===== config.mk =====
export PLATFORM = sky130hd
export DESIGN_NAME = pipe_ctrl
export DESIGN_NICKNAME = d
export VERILOG_FILES = /design/src/rtl/pipe_ctrl.sv
export SDC_FILE = /design/constraint.sdc
export NUM_CORES = 1
export LEC_CHECK = 0
export BUFFER_PORTS_ARGS = -buffer_cell sky130_fd_sc_hd__buf_2
export CORE_MARGIN = 3
export CORE_UTILIZATION = 53
export DETAILED_ROUTE_END_ITERATION = 10
export PLACE_DENSITY = 0.81
export SYNTH_ARGS = -nofsm -noshare
export SYNTH_HDL_FRONTEND = slang
export SYNTH_SLANG_ARGS = --single-unit

===== constraint.sdc =====
create_clock -name i_clk -period 5.7 [get_ports i_clk]
set_input_delay 0.285 -clock i_clk [delete_from_list [all_inputs] [get_ports i_clk]]
set_output_delay 0.285 -clock i_clk [all_outputs]
set_load 0.03 [all_outputs]

===== src/rtl/pipe_ctrl.sv =====
// pipe_ctrl: stall/flush/redirect controller for a 5-stage pipeline (pc, if_id, id_ex, ex_mem, mem_wb).
//   i_clk, i_rst_n          clock (rising edge), asynchronous active-low reset
//   i_stallreq_if/id/mem    stall requests from fetch, decode (load-use), data memory
//   i_br_taken_ex/target_ex taken branch resolved in EX and its target
//   o_stall[5:0]            hold per stage: [0]pc [1]if [2]id [3]ex [4]mem [5]wb
//   o_flush_if_id/id_ex     load NOP into if_id / id_ex next edge
//   o_pc_redirect/pc        pc loads o_redirect_pc next edge
//   o_redirect_pend         a redirect is parked behind a memory stall
//   o_cnt_stall/flush       saturating counts of stall cycles / redirects issued
//   o_hang_err              sticky: stallreq_mem held MEM_TIMEOUT consecutive cycles
module pipe_ctrl #(
  parameter int PC_W        = 32,
  parameter int CNT_W       = 32,
  parameter int MEM_TIMEOUT = 1024
) (
  input  logic             i_clk,
  input  logic             i_rst_n,
  input  logic             i_stallreq_if,
  input  logic             i_stallreq_id,
  input  logic             i_stallreq_mem,
  input  logic             i_br_taken_ex,
  input  logic [PC_W-1:0]  i_br_target_ex,
  output logic [5:0]       o_stall,
  output logic             o_flush_if_id,
  output logic             o_flush_id_ex,
  output logic             o_pc_redirect,
  output logic [PC_W-1:0]  o_redirect_pc,
  output logic             o_redirect_pend,
  output logic [CNT_W-1:0] o_cnt_stall,
  output logic [CNT_W-1:0] o_cnt_flush,
  output logic             o_hang_err
);
  localparam int TW = $clog2(MEM_TIMEOUT + 1);
  localparam logic [TW-1:0] TMAX = TW'(MEM_TIMEOUT);
  localparam logic [0:0] RUN  = 1'b0;
  localparam logic [0:0] PEND = 1'b1;
  logic [0:0]       r_state;
  logic [PC_W-1:0]  r_pend_pc;
  logic [TW-1:0]    r_tcnt;
  logic [CNT_W-1:0] r_cnt_stall;
  logic [CNT_W-1:0] r_cnt_flush;
  logic             r_hang;
  logic             w_pend;
  logic             w_redir;
  logic             w_capture;
  logic [TW-1:0]    w_tnext;
  // Outputs are gated by i_rst_n so everything reads 0 while reset is held.
  // A memory stall freezes EX, so any redirect (live or parked) waits for it to end.
  always_comb begin
    w_pend          = i_rst_n && r_state == PEND;
    w_redir         = i_rst_n && !i_stallreq_mem && (w_pend || i_br_taken_ex);
    w_capture       = i_rst_n && !w_pend && i_stallreq_mem && i_br_taken_ex;
    o_stall         = (!i_rst_n || w_redir) ? 6'h00 :
                      i_stallreq_mem ? 6'h1F :
                      i_stallreq_id  ? 6'h07 :
                      i_stallreq_if  ? 6'h03 : 6'h00;
    o_pc_redirect   = w_redir;
    o_flush_if_id   = w_redir;
    o_flush_id_ex   = w_redir;
    o_redirect_pc   = !w_redir ? '0 : w_pend ? r_pend_pc : i_br_target_ex;
    o_redirect_pend = w_pend;
    o_cnt_stall     = r_cnt_stall;
    o_cnt_flush     = r_cnt_flush;
    o_hang_err      = r_hang;
    w_tnext         = !i_stallreq_mem ? '0 : r_tcnt == TMAX ? TMAX : r_tcnt + 1'b1;
  end
  always_ff @(posedge i_clk or negedge i_rst_n) begin
    if (!i_rst_n) begin
      r_state     <= RUN;
      r_pend_pc   <= '0;
      r_tcnt      <= '0;
      r_cnt_stall <= '0;
      r_cnt_flush <= '0;
      r_hang      <= 1'b0;
    end else begin
      r_state     <= w_capture ? PEND : w_redir ? RUN : r_state;
      r_pend_pc   <= w_capture ? i_br_target_ex : r_pend_pc;
      r_tcnt      <= w_tnext;
      r_cnt_stall <= r_cnt_stall + CNT_W'(|o_stall && !(&r_cnt_stall));
      r_cnt_flush <= r_cnt_flush + CNT_W'(w_redir && !(&r_cnt_flush));
      r_hang      <= r_hang | (w_tnext == TMAX);
    end
  end
endmodule


==> summary.md, run 1 <==
| Metric | Value |
|---|---|
| Reg2reg path depth | 9 |
| Routed Antenna Nets | 0 |
| Critical-path cell with the highest stage delay | inv_1 |
| CP cell instances | dlygate4sd3_1, buf_4, nand2_1, inv_1, nand2_1, a21oi_1, buf_2 |
| Worst R2R Setup Slack | 2.69 ns |
| Fmax | 255 MHz |
| IO Pins | 145 |
| IO buf count | 143 |
| Share of cells above drive strength 1 | 33.1% |
| Critical Path AT | 3.63 ns |
| Crit share post-route | 68.7% |
| Initial antenna violation count | 0 |
| Die W | 106 um |
| IR drop worst, VDD | between 0.15 and 0.2 mV |
| Final slew viol count | 0 |
| Sink Count | 109 |
| Post-Syn Nets | about 550 |
| Crit path buf inv count | 4 |
| Finished Cell Area | 6300 um^2 |
| Cell Area, Placed | 6120 um^2 |
| Reg2reg start | o_cnt_flush[19] |
| Core area | 9500 um^2 |
| Largest net degree at the start of global routing | 69 |
| DRC viols | 0 |
| Antenna fix cells | 0 |
| Total congestion overflow | 0 |
| Tightest Hold Check Type | input port to flip-flop |
| Worst-Margin Slew | 1.06 ns |
| CTS tree | built |
| Pwr dens | around 270 nW/um^2 |
| Fillcell total | 760 |
| Slowest stage delay, CP | between 1 and 1.5 ns |
| TritonCTS buffer count | 9 |
| Routability cong. | 0.847 |
| Syn-to-layout area delta | 18.1% |
| Die Area | 11300 um^2 |
| Startpoint type of the worst setup path | input port |
| Avg Inst Size Synth | 10.5 um^2 |
| Post-DP HPWL | 8.52 mm |
| WS Path Type | input port to primary output |
| Syn Inst Count | 509 |
| FF+latch count, synth | 109 |
| P_leak | 3.23 nW |
| Worst path required time | 5.41 ns |
| Fin Clk Skew | 0.0130 ns |
| Sum Neg Setup Slack | 0 ns |
| Number of buffers on the longest clock path | 2 |
| First-pass GRT wire length | 19.6 mm |
| Post-synth EDFFs | 0 |
| Clock slew seen by the registers of the worst setup and hold paths | 0.10 ns |
| Max Cap Violations | 0 |
| Tot GR Track Use | 21.1% |
| Pre-Repair DR Iteration Count | 4 |
| Num rows | 35 |
| Worst setup startpoint | i_rst_n |
| Post-synthesis sequential area ratio | slightly above 50% |
| Via density | 5.30 |
| Final Hold Violating Endpoints | 0 |
| Die height | 106 um |
| DRT Wirelength | 11.6 mm |
| Netlist area before placement | about 5300 um^2 |
| Via count | 4110 |
| Top_reg_cell synth | dfrtp_1 |
| Worst-path fanout max | 49 |
| Post-layout util | approximately 66% |
| Worst Setup End Kind | primary output |
| Final setup fails | 0 |
| Status | finished clean |
| RSZ-0062 raised after global routing | no |
| Top delay family on crit path | buffers and inverters |
| Hold depth | 2 |
| Hold_sp | i_br_target_ex[25] |
| Syn. warnings | 0 |
| Root buf cell | clkbuf_8 |
| Clock latency on the worst-skew pair | 0.36 ns |
| Routed length per placed instance | around 15 um |
| Starting density of the core | 56.1% |
| Crit path top cell by count | nand2_1 |
| Hold EP | r_pend_pc[25] |
| Worst slew margin relative to its limit | 29.1% |
| H-tree depth | 3 |
| Initial DRC count | about 170 |
| Tmin final | around 4 ns |
| Synth cell types | between 40 and 50 |
| Critical R2R Capture | o_cnt_flush[12] |
| Async SR Flop Fraction | between 90% and 100% |
| Final nets | around 690 |
| Vias in the first global route | 4110 |
-- state kept, by name, summed over array words and instances, names as in the netlist --
| name | cells |
|---|---|
| o_cnt_flush | 32 |
| r_tcnt | 11 |
| o_cnt_stall | 32 |
| r_state | 1 |
| o_hang_err | 1 |
| r_pend_pc | 32 |
-- per-stage QoR --
stage | power, mW | hold WS (ns) | std cells | worst slack [ns]
final | 1.73 | 0.174 | 776 | 1.78
after global routing | 1.82 | 0.165 | 776 | 1.33
after CTS | 1.74 | 0.165 | 776 | 1.71
after detailed placement | 1.33 | 0.314 | 760 | 2.26
after global placement | 1.31 | 0.306 | 760 | 2.41
after floorplan | 1.20 | -0.0106 | 509 | 2.73
-- layout by cell type (no fill, tap or decap), types with 3 or more instances in the layout --
master / count
ha_1: 6
nand4_4: 3
nor2_1: 24
nor4_1: 3
o21ai_0: 3
and3_1: 9
nor3_1: 7
mux2_2: 32
buf_2: 142
nor3_2: 8
nand4_1: 9
nand2_1: 90
clkbuf_8: 10
inv_1: 15
xor2_1: 27
xnor2_1: 44
a21oi_1: 34
buf_4: 5
dfrtp_1: 109
and2_1: 4
and4_1: 5
nand3_1: 27
-- final cells by class --
cell class	instances	area, um^2	share of cell area (%)
inverters	15	56.3	0.894
multi-input cells	360	2430	38.6
clock buffers	12	145	2.30
well taps	129	161	2.56
flip-flops and latches	109	2730	43.3
repair buffers	148	758	12.0
clock inverters	3	21.3	0.338
-- metal layers --
metal	routed length, um	up-vias	part of all wire (%)	track usage, %
met4	223	0	1.9	6.66
met1	5240	1985	45	29.2
met5	0	-	0	0
li1	-	1974	-	-
met3	630	18	5.4	3.46
met2	5490	133	47	34.2
-- worst max path at each step --
stage,slack (ns),end,cells past startpoint
floorplan,2.73,o_cnt_stall[26],13
global placement,2.41,o_redirect_pc[6],6
detailed placement,2.26,o_redirect_pc[8],6
CTS,1.71,o_redirect_pc[15],7
global route,1.33,o_redirect_pc[21],7
finish,1.78,o_redirect_pc[8],7
-- cells in the mapped netlist, types with 2 or more instances --
master	n	area, um^2
and2_1	4	25.0
a21oi_1	34	170
buf_1	3	11.3
xnor2_1	44	385
nand4_4	3	63.8
nand2_1	90	338
dfrtp_1	109	2730
xor2_1	27	236
o21ai_0	3	15.0
and4_4	2	22.5
or3_1	2	12.5
nor3_1	7	35.0
nand3_1	27	135
buf_4	5	37.5
clkbuf_1	8	30.0
and4_1	5	43.8
buf_2	8	40.0
inv_1	15	56.3
nand4_1	9	56.3
ha_1	6	75.1
nor4_1	3	18.8
nor3_2	8	80.1
mux2_2	32	360
nor2_1	24	90.1
and3_1	9	56.3
-- timing repair --
item,in CTS,in global routing
endpoints found under the hold margin,41,0
resized for setup,0,0
hold buffers,1,0
buffers inserted,0,0
-- cells by family (layout without fill, tap and decap cells) --
group / after synthesis / after routing / synth area share [%]
simple gates: 204 / 204 / 20.7
flops: 109 / 109 / 51.1
xor+xnor: 71 / 71 / 11.7
compound gates: 46 / 46 / 4.90
buf+inv: 40 / 178 / 3.38
mux: 32 / 32 / 6.75
fa+ha+maj: 6 / 6 / 1.41
other cells: 1 / 1 / 0.0703
-- power by group --
group	leakage (nW)	switching, mW	internal [mW]	total, mW
sequential	1.41	0.0864	0.868	0.954
clock	0.0828	0.244	0.170	0.414
combinational	1.74	0.228	0.132	0.360
total	3.23	0.558	1.17	1.73
Note: power is estimated with default switching activity, not from simulation.
==> run 2: changes to the inputs <==
Clock period 5.7 ns to 3.7 ns, I/O delays scaled along.
==> summary.md, run 2 (synthesis gave the netlist of run 1 again) <==
| Metric | Value |
|---|---|
| Via density | 5.25 (-0.97%) |
| Sum Neg Setup Slack | 0 ns (unchanged) |
| PostCTS Resize Cnt | 0 (unchanged) |
| Critical-path cell with the highest stage delay | inv_1 |
| DRT Wirelength | 11.7 mm (+0.79%) |
| Antenna fix cells | 0 (unchanged) |
| Reg2reg path depth | 9 (unchanged) |
| Reg power frac | 51.0% (-4.2 points) |
| Fillcell total | 776 (+2.1%) |
| IO buf count | 143 (unchanged) |
| Largest net degree at the start of global routing | 67 (-2.9%) |
| Starting density of the core | 56.1% (unchanged) |
| Clock slew seen by the registers of the worst setup and hold paths | 0.11 ns (about the same) |
| Worst path required time | 3.51 ns (-1.90 ns) |
| P_sw | 875 uW (+57%) |
| Tot GR Track Use | 21.3% (+0.22 points) |
| Max Cap Violations | 0 (unchanged) |
| Die height | 106 um (unchanged) |
| Tmin final | 3.00 ns |
| Critical Path AT | 2.82 ns (-0.81 ns) |
| Die W | 106 um (unchanged) |
| Pwr dens | 449 nW/um^2 (+64%) |
| Crit path buf inv count | 5 (+1) |
| WS Path Type | input port to primary output |
| First-pass GRT wire length | 19.7 mm (+0.32%) |
| Worst-path fanout max | 47 (-4.1%) |
| P_leak | 3.28 nW (+1.4%) |
| Sw Ratio | 30.5% (-1.8 points) |
| Hold_buf cts | 1 (unchanged) |
| TritonCTS buffer count | 9 (unchanged) |
| Post-DP HPWL | 8.62 mm (+1.2%) |
| Root buf cell | clkbuf_8 |
| Final slew viol count | 0 (unchanged) |
| Startpoint type of the worst setup path | input port |
| Top delay family on crit path | buffers and inverters |
| Tightest Hold Check Type | input port to flip-flop |
| IO Pins | 145 (unchanged) |
| Register area | 2730 um^2 (unchanged) |
| Final Hold Violating Endpoints | 0 (unchanged) |
| CTS tree | built |
| Instance count on the critical path | 8 (+1) |
| Finished Cell Area | 6390 um^2 (+1.5%) |
| Status | finished clean |
| Routed Antenna Nets | 0 (unchanged) |
| Cell Area, Placed | 6140 um^2 (+0.25%) |
| Via count | 4086 (-0.58%) |
| Post-layout util | 67.3% (+0.97 points) |
| Syn-to-layout area delta | 19.8% |
| Worst Setup End Kind | primary output |
| Clock network fraction of total power | 29.5% (+5.5 points) |
| Vias in the first global route | 4043 (-1.6%) |
| Sink Count | 109 (unchanged) |
| Core area | 9500 um^2 (unchanged) |
| Final setup fails | 0 (unchanged) |
| Slowest stage delay, CP | 0.75 ns (-0.27 ns) |
| Setup bufs post-CTS | 0 (unchanged) |
| CP cell instances | dlygate4sd3_1, buf_4, buf_4, nand2_1, inv_1, nand2_1, a21oi_1, buf_2 |
| IR drop worst, VDD | 0.322 mV (+75%) |
| Die Area | 11300 um^2 (unchanged) |
| Num rows | 35 (unchanged) |
| Most common cell after layout, fill and taps aside | buf_2 |
| Crit share post-route | 81.1% |
| Pre-Repair DR Iteration Count | 5 (+1) |
| Routability cong. | 0.906 (+7.0%) |
| Final nets | 689 (+0.29%) |
| Worst slew margin relative to its limit | 33.6% (+4.5 points) |
| Multi-input logic area | 2430 um^2 (unchanged) |
| RSZ-0062 raised after global routing | no |
| Clock latency on the worst-skew pair | 0.36 ns (about the same) |
| Total congestion overflow | 0 (unchanged) |
| Fmax | 333 MHz |
| Initial antenna violation count | 0 (unchanged) |
| Hold depth | 2 (unchanged) |
| DRC viols | 0 (unchanged) |
| Int Pwr | 2.00 mW (+71%) |
| Worst-case hold slack | 0.0730 ns (-0.101 ns) |
| Most frequent cells in the layout | 142 x buf_2, 109 x dfrtp_1, 90 x nand2_1, 44 x xnor2_1, 34 x a21oi_1 |
| Number of buffers on the longest clock path | 2 (unchanged) |
| Worst-Margin Slew | 0.995 ns (-0.0653 ns) |
| Share of cells above drive strength 1 | 33.7% (+0.62 points) |
| H-tree depth | 3 (unchanged) |
| Combinational power share | 19.5% (-1.3 points) |
| Routed length per placed instance | 15.0 um (+0.40%) |
| Fin Clk Skew | 0.0160 ns (+0.00297 ns) |
| Initial DRC count | 151 (-12%) |
run 2: layout make-up:
class                      instances  area share [%]
multi-input combinational        360            38.0
sequential                       109            42.7
timing repair buffer             150            12.1
clock buffer                       9            1.94
tap                              129            2.52
inverter                          15           0.881
clock inverter                     7            1.88
run 2: worst paths after layout:
kind                            slack (ns)                 to          startpoint
worst max-delay path                  0.70  o_redirect_pc[17]             i_rst_n
worst min-delay path                  0.07      r_pend_pc[23]  i_br_target_ex[23]
worst max register to register        0.73    o_cnt_flush[12]     o_cnt_flush[19]
worst min register to register        0.49    o_cnt_stall[22]     o_cnt_stall[22]
max in group asynchronous             2.56      r_pend_pc[12]             i_rst_n
min in group asynchronous             0.52            r_state             i_rst_n
run 2: power groups by stage:
stage	combinational (mW)	clock (mW)	sequential (mW)
2_1_floorplan	0.267	0	1.58
3_3_place_gp	0.547	0	1.47
3_5_place_dp	0.565	0	1.49
4_1_cts	0.568	0.870	1.46
5_1_grt	0.606	0.928	1.49
6_report	0.559	0.847	1.46
run 2: metrics by stage:
| stage | setup WS, ns | instances | power [mW] |
|---|---|---|---|
| after global placement | 0.865 | 762 | 2.02 |
| final | 0.699 | 779 | 2.87 |
| after CTS | 0.661 | 779 | 2.90 |
| after floorplan | 0.787 | 509 | 1.85 |
| after detailed placement | 0.743 | 762 | 2.05 |
| after global routing | 0.381 | 779 | 3.02 |
run 2: routing by layer:
layer	track usage, %	share of wire (%)	wire length (um)	vias up
met3	5.95	6.4	747	6
met2	35.6	49	5690	116
met5	0	0	0	-
met4	4.72	0.53	62	0
met1	27.8	44	5170	1975
li1	-	-	-	1989
